$ cat config.mk
export PLATFORM = sky130hd
export DESIGN_NAME = fir_coef_loader
export DESIGN_NICKNAME = d
export VERILOG_FILES = /design/src/rtl/fir_coef_loader.sv
export SDC_FILE = /design/constraint.sdc
export NUM_CORES = 1
export LEC_CHECK = 0
export CAP_MARGIN = 20
export CORE_ASPECT_RATIO = 0.9
export CORE_MARGIN = 2
export CORE_UTILIZATION = 45
export DETAILED_ROUTE_END_ITERATION = 12
export GPL_TIMING_DRIVEN = 0
export PLACE_DENSITY_LB_ADDON = 0.05
export SYNTH_ARGS = -nofsm -noshare
export SYNTH_HDL_FRONTEND = slang
export SYNTH_SLANG_ARGS = --single-unit
$ cat constraint.sdc
create_clock -name i_clk -period 2.55 [get_ports i_clk]
set_input_delay 0.3825 -clock i_clk [delete_from_list [all_inputs] [get_ports i_clk]]
set_output_delay 0.3825 -clock i_clk [all_outputs]
set_load 0.02 [all_outputs]
$ cat src/rtl/fir_coef_loader.sv
// Coefficient loader: fills a shadow bank from a valid/ready stream and commits it atomically
// to the active tap-weight bank in a cycle with no sample enable. Optional: FIR_COEF_SYMMETRIC_EN.
module fir_coef_loader #(
  parameter int unsigned DATA_WIDTH = 8,
  parameter int unsigned NUM_TAPS   = 8
) (
  input  logic                           i_clk,
  input  logic                           i_rst,
  input  logic                           i_en,
  input  logic                           i_coef_valid,
  output logic                           o_coef_ready,
  input  logic [DATA_WIDTH-1:0]          iv_coef,
  input  logic                           i_coef_last,
  output logic [NUM_TAPS*DATA_WIDTH-1:0] ov_weights,
  output logic                           o_pending,
  output logic                           o_commit,
  output logic                           o_err
);

  localparam int unsigned IDX_W = $clog2(NUM_TAPS);
`ifdef FIR_COEF_SYMMETRIC_EN
  localparam int unsigned N_BEATS = (NUM_TAPS + 1) / 2;
`else
  localparam int unsigned N_BEATS = NUM_TAPS;
`endif
  localparam logic [IDX_W-1:0] LAST_IDX = IDX_W'(N_BEATS - 1);

  typedef enum logic {
    ST_LOAD = 1'b0,
    ST_PEND = 1'b1
  } state_e;

  state_e                                  state_q, state_d;
  logic [IDX_W-1:0]                        idx_q, idx_d;
  logic [NUM_TAPS-1:0][DATA_WIDTH-1:0]     shadow_q, shadow_d;
  logic [NUM_TAPS-1:0][DATA_WIDTH-1:0]     active_q, active_d;
  logic                                    ready_q, ready_d;
  logic                                    pending_q, pending_d;
  logic                                    commit_q, commit_d;
  logic                                    err_q, err_d;
  logic                                    at_last;

  // State and output registers
  always_ff @(posedge i_clk) begin
    if (i_rst) begin
      state_q   <= ST_LOAD;
      idx_q     <= '0;
      shadow_q  <= '0;
      active_q  <= '0;
      ready_q   <= 1'b1;
      pending_q <= 1'b0;
      commit_q  <= 1'b0;
      err_q     <= 1'b0;
    end else begin
      state_q   <= state_d;
      idx_q     <= idx_d;
      shadow_q  <= shadow_d;
      active_q  <= active_d;
      ready_q   <= ready_d;
      pending_q <= pending_d;
      commit_q  <= commit_d;
      err_q     <= err_d;
    end
  end

  // Next-state: framing check on each accepted beat, commit gated by the sample enable
  always_comb begin
    state_d  = state_q;
    idx_d    = idx_q;
    shadow_d = shadow_q;
    active_d = active_q;
    commit_d = 1'b0;
    err_d    = 1'b0;
    at_last  = (idx_q == LAST_IDX);

    case (state_q)
      ST_LOAD: begin
        if (i_coef_valid) begin
          if (i_coef_last != at_last) begin
            // Early or missing last: drop the beat and restart framing
            err_d = 1'b1;
            idx_d = '0;
          end else begin
            shadow_d[idx_q] = iv_coef;
`ifdef FIR_COEF_SYMMETRIC_EN
            shadow_d[IDX_W'(NUM_TAPS - 1) - idx_q] = iv_coef;
`endif
            if (at_last) begin
              idx_d   = '0;
              state_d = ST_PEND;
            end else begin
              idx_d = idx_q + IDX_W'(1);
            end
          end
        end
      end
      ST_PEND: begin
        if (!i_en) begin
          active_d = shadow_q;
          commit_d = 1'b1;
          state_d  = ST_LOAD;
        end
      end
      default: state_d = ST_LOAD;
    endcase
  end

  assign ready_d   = (state_d == ST_LOAD);
  assign pending_d = (state_d == ST_PEND);

  assign o_coef_ready = ready_q;
  assign o_pending    = pending_q;
  assign o_commit     = commit_q;
  assign o_err        = err_q;
  assign ov_weights   = active_q;

endmodule

# --- Word level (Yosys, flattened, before mapping) ---
# Cells that the tools add are included.
op_classes:
  n_mux: 12
  add_sub_neg: 1
  order_cmp: 2
  reduce_logical: 6
  n_bitwise: 5
  n_eq_ne: 2
op_table:
  columns: ["cell", "count"]
  rows:
  - ["$bwmux W64", 1]
  - ["$demux W8 S3", 1]
  - ["$mux W8", 1]
  - ["$mux W1", 6]
  - ["$mux W3", 2]
  - ["$not A1 Y1", 5]
  - ["$lt A3 B4 Y1 const B", 1]
  - ["$reduce_and A2 Y1", 2]
  - ["$add A3 B1 Y3 const B", 1]
  - ["$eq A3 B3 Y1 const B", 1]
  - ["$ge A3 B1 Y1 const B", 1]
  - ["$reduce_and A3 Y1", 1]
  - ["$reduce_or A3 Y1", 1]
  - ["$pmux W1 S2", 1]
  - ["$reduce_or A2 Y1", 1]
  - ["$logic_and A1 B1 Y1", 1]
  - ["$ne A1 B1 Y1", 1]
totals:
  out_inout_bits: 68
  regBits: 135
  inputBits: 13
  elab_cells: 49

# --- Longest topological paths before layout ---
# Gate-level depths: netlist of run 1.
depth:
  ltp_word: 6
  mapped_depth: 8
  mapped_depth_nobuf: 6

# --- Least setup slack after synthesis of run 1 ---
# OpenSTA, ideal clock, no wires.
synth_timing:
  kind: "reg2reg"
  start: "reg idx_q[1]"
  end: "reg shadow_q[50] (netlist bit)"
  path_stages_with_launch: 7
  synth_period_minus_slack_ns: 2.067
  arrival_ns: 1.938
  required_time_ns: 2.421
  setup_time_ns: 0.129
  n_path_buf: 0
  slack_ns: 0.483
  path_cell_list: "dfxtp_1 > ha_1 > ha_1 > ha_1 > nor4b_4 > nand3_2 > mux2i_1"
synth_between:
  elab_chain_len: 5
  word_cells_on_any_way: 10
  cone_classes: "order compare (2); eq/ne (2); mux (3); bitwise (1); reduce/logical (2)"
synth_rtl:
  columns: ["item", "line_no", "text"]
  rows:
  - ["start: declaration", "34", "logic [IDX_W-1:0] idx_q, idx_d;"]
  - ["start signal: assignment", "56", "idx_q <= idx_d;"]
  - ["$lt A3 B4 Y1 (implied by the code) / $ge A3 B1 Y1 (equally long branches)", "84", "shadow_d[idx_q] = iv_coef;"]
  - ["$logic_and A1 B1 Y1 (implied by the code)", "84", null]
  - ["$mux W8 (implied by the code)", "84", null]
  - ["$demux W8 S3", "84", null]
  - ["$bwmux W64", "84", null]
  - ["end signal: assignment", "57", "shadow_q <= shadow_d;"]
  - ["end: declaration", "35", "logic [NUM_TAPS-1:0][DATA_WIDTH-1:0] shadow_q, shadow_d;"]
# Parallel ways exist; a longest one is shown, timed or not.
# A chain may end at the register's enable or synchronous reset.

# --- Worst setup path after layout of run 1 ---
layout_timing:
  start: "reg idx_q[1]"
  end: "reg shadow_q[54] (netlist bit)"
# The elaborated chain is that of the path after synthesis.

==> flow_summary.toml, run 1 <==
[global_routing]
grt_pass1_wl_um = 17280
grt_max_degree = 17
grt_util_all_layers_pct = 19.97
antenna_found_initial = 0
overflow = 0
grt_pass1_vias = 3268

[run_status]
outcome = "finished clean"

[route]
vias = 3250
via_per_inst = 5.054
wl_per_cell_um = 16.81
drtIter0Drc = 115
route.detailed.drc = 0
first_pass_iters = 4
routed_wl_um = 10810
ant_nets = 0

[setup_path]
crit_path_frequent_cell = "ha_1"
cp_top_family = "simple AND/OR/NAND/NOR gates"
start_kind = "flip-flop"
crit_path_end_kind = "flip-flop"
cp.required_ns = 2.82
r2r_cells = 6
crit_path_max_fanout = 8
critPathKind = "reg -> reg"
crit_buf_inv = 0
crit_arrival_ns = 2.59
r2r_start = "idx_q[1]$_SDFFE_PP0P_"
crit_chain = "ha_1 -> ha_1 -> ha_1 -> nor4b_4 -> nand3_2 -> mux2i_1"
critPathSlowestCell = "nor4b_4"
slowest_delay_ns = 0.48
rrSetupSlack_ns = 0.22
r2r-end = "shadow_q[54]$_SDFFE_PP0P_"

[synth]
ys_ff_latch = 135
postSynthAreaPerCell_sq_um = 11.83
synth_most_common_cell = "dfxtp_1"
ys.flop_type = "dfxtp_1"
synth_common_cells = "dfxtp_1 (135), nand2b_1 (74), a22o_1 (64), mux2i_1 (64), clkbuf_1 (13)"
yosys-top-cells-area = "dfxtp_1 (57%), mux2i_1 (13%), a22o_1 (12%), nand2b_1 (9.7%), buf_2 (1.3%)"
netlist_instances = 402
synth_cell_types = 24
syn-num-nets = 418
yosysSeqAreaShare_pct = 56.84
synth_warnings = 0
synth_top_area_share_pct = 56.84
yosys.area.top_type = "dfxtp_1"
synth_edf_count = 0
netlist_area_sq_mm = 0.004755
async_reset_ff_share_pct = 0

[placed_design]
pre_cts_slack_ns = 0.1425
dp_hpwl_um = 6953
portBuffers = 80
gp_congestion = 0.7834

[clocking]
cts.repair.resized = 0
path_clk_slew_ns = 0.06
clock_sinks = 135
post_cts_buffers = 0
clockBufferDepth = 2
insertion_delay_ns = 0.42
cts-htree-levels = 4
tritoncts = "done"
numCtsBuffers = 17
root_buffer = "clkbuf_16"
hold_buffers = 0

[finish]
antenna_cells = 0
nets = 517
num-fill-cells = 833
drive_gt1_share_pct = 10.89
synthToLayoutAreaGrowth_pct = 34.18

[sta]
fin_setup_tns_ns = 0
relSlewSlack_pct = 54.39
slew_violations = 0
tightest_slew_ns = 0.6841
timing.final.ws_setup_ns = 0.2248
rsz0062_at_grt = "false"
period_needed_ns = 2.325
finalHoldViolCount = 0
setup_viol = 0
fmax_mhz = 430.1
period_share_pct = 91.18
finClkSkew_ns = 0.01030

[die]
start_util_pct = 46.40
ios = 81
die-area_sq_mm = 0.01141
core_area_sq_mm = 0.01025
die_w_um = 112.4
rows = 35
die_h_um = 101.5

[worst_hold_path]
hp-class = "reg -> reg"
whs_path_depth = 1
hp-start = "shadow_q[0]$_SDFFE_PP0P_"
min_to = "ov_weights[0]$_SDFFE_PP0P_"

[power_and_ir_drop]
powerDensity_mw_per_mm2 = 779.9
vdd_ir_drop_max_mv = 0.5067
leakage_nw = 2.732

[flow_run]
maxCapViolCount = 0
-- per-layer routing --
layer	global-route usage, %	part of all wire [%]
met1	26.29	50
met4	6.473	1.1
met2	30.95	44
met3	7.181	4.9
met5	0	0
-- cell type report --
cell class / instances / area [sq um] / share of cell area [%]
timing repair buffer: 80 / 800.8 / 12.55
buffer: 32 / 140.1 / 2.197
inverter: 1 / 3.754 / 0.05884
multi-input combinational: 234 / 1908 / 29.91
tap: 129 / 161.4 / 2.530
clock inverter: 14 / 224.0 / 3.510
sequential: 135 / 2703 / 42.36
clock buffer: 18 / 439.2 / 6.884
-- per-stage QoR --
stage	total power, mW	area (sq um)	util (%)	cells	hold WS [ns]
6_report	4.975	6380	62.26	643	0.4613
5_1_grt	5.127	6380	62.26	643	0.4802
4_1_cts	5.015	6380	62.26	643	0.4694
3_5_place_dp	2.320	5717	55.79	611	0.4549
3_3_place_gp	2.318	5717	55.79	611	0.4497
2_1_floorplan	2.258	4755	-	402	0.4432
-- worst register-to-register path, stage by stage (launching register included) --
cell and delay (ns):
dfxtp_1 0.39, ha_1 0.22, ha_1 0.19, ha_1 0.36, nor4b_4 0.48, nand3_2 0.34, mux2i_1 0.20
-- sequential cells by signal, summed over array words and instances, names as in the netlist --
| name | cells |
|---|---|
| ov_weights | 64 |
| shadow_q | 64 |
| idx_q | 3 |
| o_coef_ready | 1 |
| o_commit | 1 |
| o_err | 1 |
| o_pending | 1 |
-- power breakdown --
part | internal, mW | switching [mW] | total, mW
combinational | 0.0600 | 0.0862 | 0.146
clock | 1.77 | 0.934 | 2.70
sequential | 2.12 | 0.00764 | 2.13
-- placed cells by master (no fill, tap or decap), types with 5 or more instances in the layout --
cell and n:
a22o_1 64, buf_1 5, buf_2 12, bufinv_16 5, clkbuf_1 13, clkbuf_16 17
clkdlybuf4s50_1 80, dfxtp_1 135, mux2i_1 64, nand2_1 5, nand2_2 5, nand2b_1 74
-- worst max-delay path by stage --
stage	startpoint	cells past startpoint	slack (ns)	end
finish	idx_q[1]$_SDFFE_PP0P_	6	0.22	shadow_q[54]$_SDFFE_PP0P_
global route	idx_q[1]$_SDFFE_PP0P_	6	0.04	shadow_q[49]$_SDFFE_PP0P_
CTS	idx_q[1]$_SDFFE_PP0P_	6	0.20	shadow_q[54]$_SDFFE_PP0P_
detailed placement	i_coef_last	5	0.14	shadow_q[54]$_SDFFE_PP0P_
global placement	i_coef_last	5	0.14	shadow_q[50]$_SDFFE_PP0P_
floorplan	idx_q[1]$_SDFFE_PP0P_	6	0.48	shadow_q[50]$_SDFFE_PP0P_
-- logic make-up after synthesis --
group                    Yosys count  synth area share (%)
flip-flops                       135                 56.84
multiplexers                      64                 13.47
adder cells (fa/ha/maj)            3                0.7896
AND/OR/NAND/NOR                   98                 13.50
AO/OA/AOI/OAI                     69                 12.37
buffers and inverters             33                 3.026
Note: power is estimated with default switching activity, not from simulation.
==> inputs of run 2 (changes only) <==
GPL_TIMING_DRIVEN = 1   (was 0)
clock period = 2.31 ns   (was 2.55 ns; I/O delays follow)
==> run 2 against run 1 <==
  * Clock skew is 0.00074 ns lower
  * Die area stayed put
  * Sequential share of layout area is 0.28 points higher
  * Final area is 0.65% lower
  * Critical endpoint is now shadow_q[42]$_SDFFE_PP0P_
  * First-iteration DRC count increased by 7.8%
  * Register-to-register slack hardly changed
  * Non-clock buffer count fell by 23
  * Worst setup slack got worse by 0.0044 ns
  * Core utilization fell by 0.40 points
  * Global-route usage decreased by 0.28 points
  * Clock power grew 9.6%
==> flow_summary.toml, run 2 (synthesized netlist as in run 1, its figures left out) <==
[finish]
final_cell_mix = "dfxtp_1 (135), clkdlybuf4s50_1 (79), nand2b_1 (74)"
antenna_cells = 0
synthToLayoutAreaGrowth_pct = 33.32
area.sequential_sq_mm = 0.002703
drive_gt1_share_pct = 10.79
layout_commonest_cell = "dfxtp_1"
final_cell_area_sq_mm = 0.006339
multi_input_area_sq_mm = 0.001926
num-fill-cells = 843
nets = 494

[sta]
period_needed_ns = 2.090
tightest_slew_ns = 0.6346
period_share_pct = 90.46
fin_setup_tns_ns = 0
rsz0062_at_grt = "false"
fmax_mhz = 478.6
finalHoldViolCount = 0
slew_violations = 0
setup_viol = 0
finClkSkew_ns = 0.009558
relSlewSlack_pct = 57.69
whs_ns = 0.4670

[route]
first_pass_iters = 4
maxUsedRoutingLayer = "met4"
via_per_inst = 5.208
wl_met3_um = 415
vias = 3229
drtIter0Drc = 124
ant_nets = 0
route.detailed.drc = 0
route.layer.met1.wl_um = 5334
wl_per_cell_um = 17.10
route.met2.wl_um = 4731
routed_wl_um = 10600

[power_and_ir_drop]
vdd_ir_drop_max_mv = 0.5934
leakage_nw = 2.705
powerDensity_mw_per_mm2 = 861.9

[setup_path]
crit_path_end_kind = "flip-flop"
start_kind = "flip-flop"
critPathKind = "reg -> reg"
cp.required_ns = 2.64
crit_path_max_fanout = 5
crit_arrival_ns = 2.42

[global_routing]
grt_pass1_wl_um = 17280
grt_max_degree = 67
overflow = 0
grt_util_all_layers_pct = 19.70
antenna_found_initial = 0
grt_pass1_vias = 3296

[die]
start_util_pct = 46.40
ios = 81
core_area_sq_mm = 0.01025
die_h_um = 101.5
die-area_sq_mm = 0.01141
die_w_um = 112.4
rows = 35

[worst_hold_path]
hp-class = "reg -> reg"

[placed_design]
place_area_sq_mm = 0.005680
portBuffers = 80
gp_congestion = 0.7748
dp_hpwl_um = 6346

[clocking]
hold_buffers = 0
tritoncts = "done"
path_clk_slew_ns = 0.06
numCtsBuffers = 17
insertion_delay_ns = 0.41
cts-htree-levels = 4
clockBufferDepth = 2
clock_sinks = 135
root_buffer = "clkbuf_16"

[flow_run]
maxCapViolCount = 0

[run_status]
outcome = "finished clean"
==> run 2: critical path: stages, from the launching register on <==
cell,delay (ns)
dfxtp_1,0.31
ha_1,0.20
ha_1,0.19
ha_1,0.35
nor4bb_1,0.31
buf_4,0.21
and2_2,0.24
mux2i_1,0.21
==> run 2: path summary, 6_finish.rpt <==
| check | start | depth (start not counted) | to | slack (ns) |
|---|---|---|---|---|
| worst min-delay path | shadow_q[9]$_SDFFE_PP0P_ | 1 | ov_weights[9]$_SDFFE_PP0P_ | 0.47 |
| worst max register to register | idx_q[0]$_SDFFE_PP0P_ | 7 | shadow_q[42]$_SDFFE_PP0P_ | 0.22 |
| worst max-delay path | idx_q[0]$_SDFFE_PP0P_ | 7 | shadow_q[42]$_SDFFE_PP0P_ | 0.22 |
| worst min register to register | shadow_q[9]$_SDFFE_PP0P_ | 1 | ov_weights[9]$_SDFFE_PP0P_ | 0.47 |
==> run 2: layer usage <==
metal	up-vias	global-route usage, %
li1	1560	-
met1	1589	26.96
met2	67	29.38
met3	13	6.643
met4	0	6.754
met5	-	0
==> run 2: what timing repair did <==
item,4_1_cts,5_1_grt
resized for setup,0,1
buffers inserted,0,0
setup endpoints to repair,0,4
==> run 2: metrics by stage <==
| stage | setup slack, ns | power (mW) | instances | utilization [%] |
|---|---|---|---|---|
| detailed placement | 0.01342 | 2.556 | 588 | 55.43 |
| global placement | 0.07061 | 2.555 | 588 | 55.43 |
| global route | 0.07826 | 5.636 | 620 | 61.86 |
| finish | 0.2204 | 5.463 | 620 | 61.86 |
| CTS | 0.1251 | 5.508 | 620 | 61.84 |
| floorplan | 0.2430 | 2.492 | 402 | - |
==> run 2: power breakdown <==
part           total, mW  switching (mW)  internal [mW]  leakage [nW]
sequential          2.35         0.00651           2.34          1.09
combinational      0.158          0.0929         0.0651          1.30
clock               2.96           0.982           1.98         0.313
total               5.46            1.08           4.38          2.71
==> run 2: layout make-up <==
class | instances | area share (%)
Clock inverter | 11 | 3.099
Multi-Input combinational cell | 234 | 30.38
Inverter | 1 | 0.05922
Sequential cell | 135 | 42.64
Clock buffer | 21 | 7.264
Tap cell | 129 | 2.546
Timing Repair Buffer | 89 | 14.02
==> inputs of run 3 (changes only) <==
TNS_END_PERCENT = 5   (was not set)
==> results of run 3 <==
No change in the layout: final DEF, timing and power equal those of run 2.
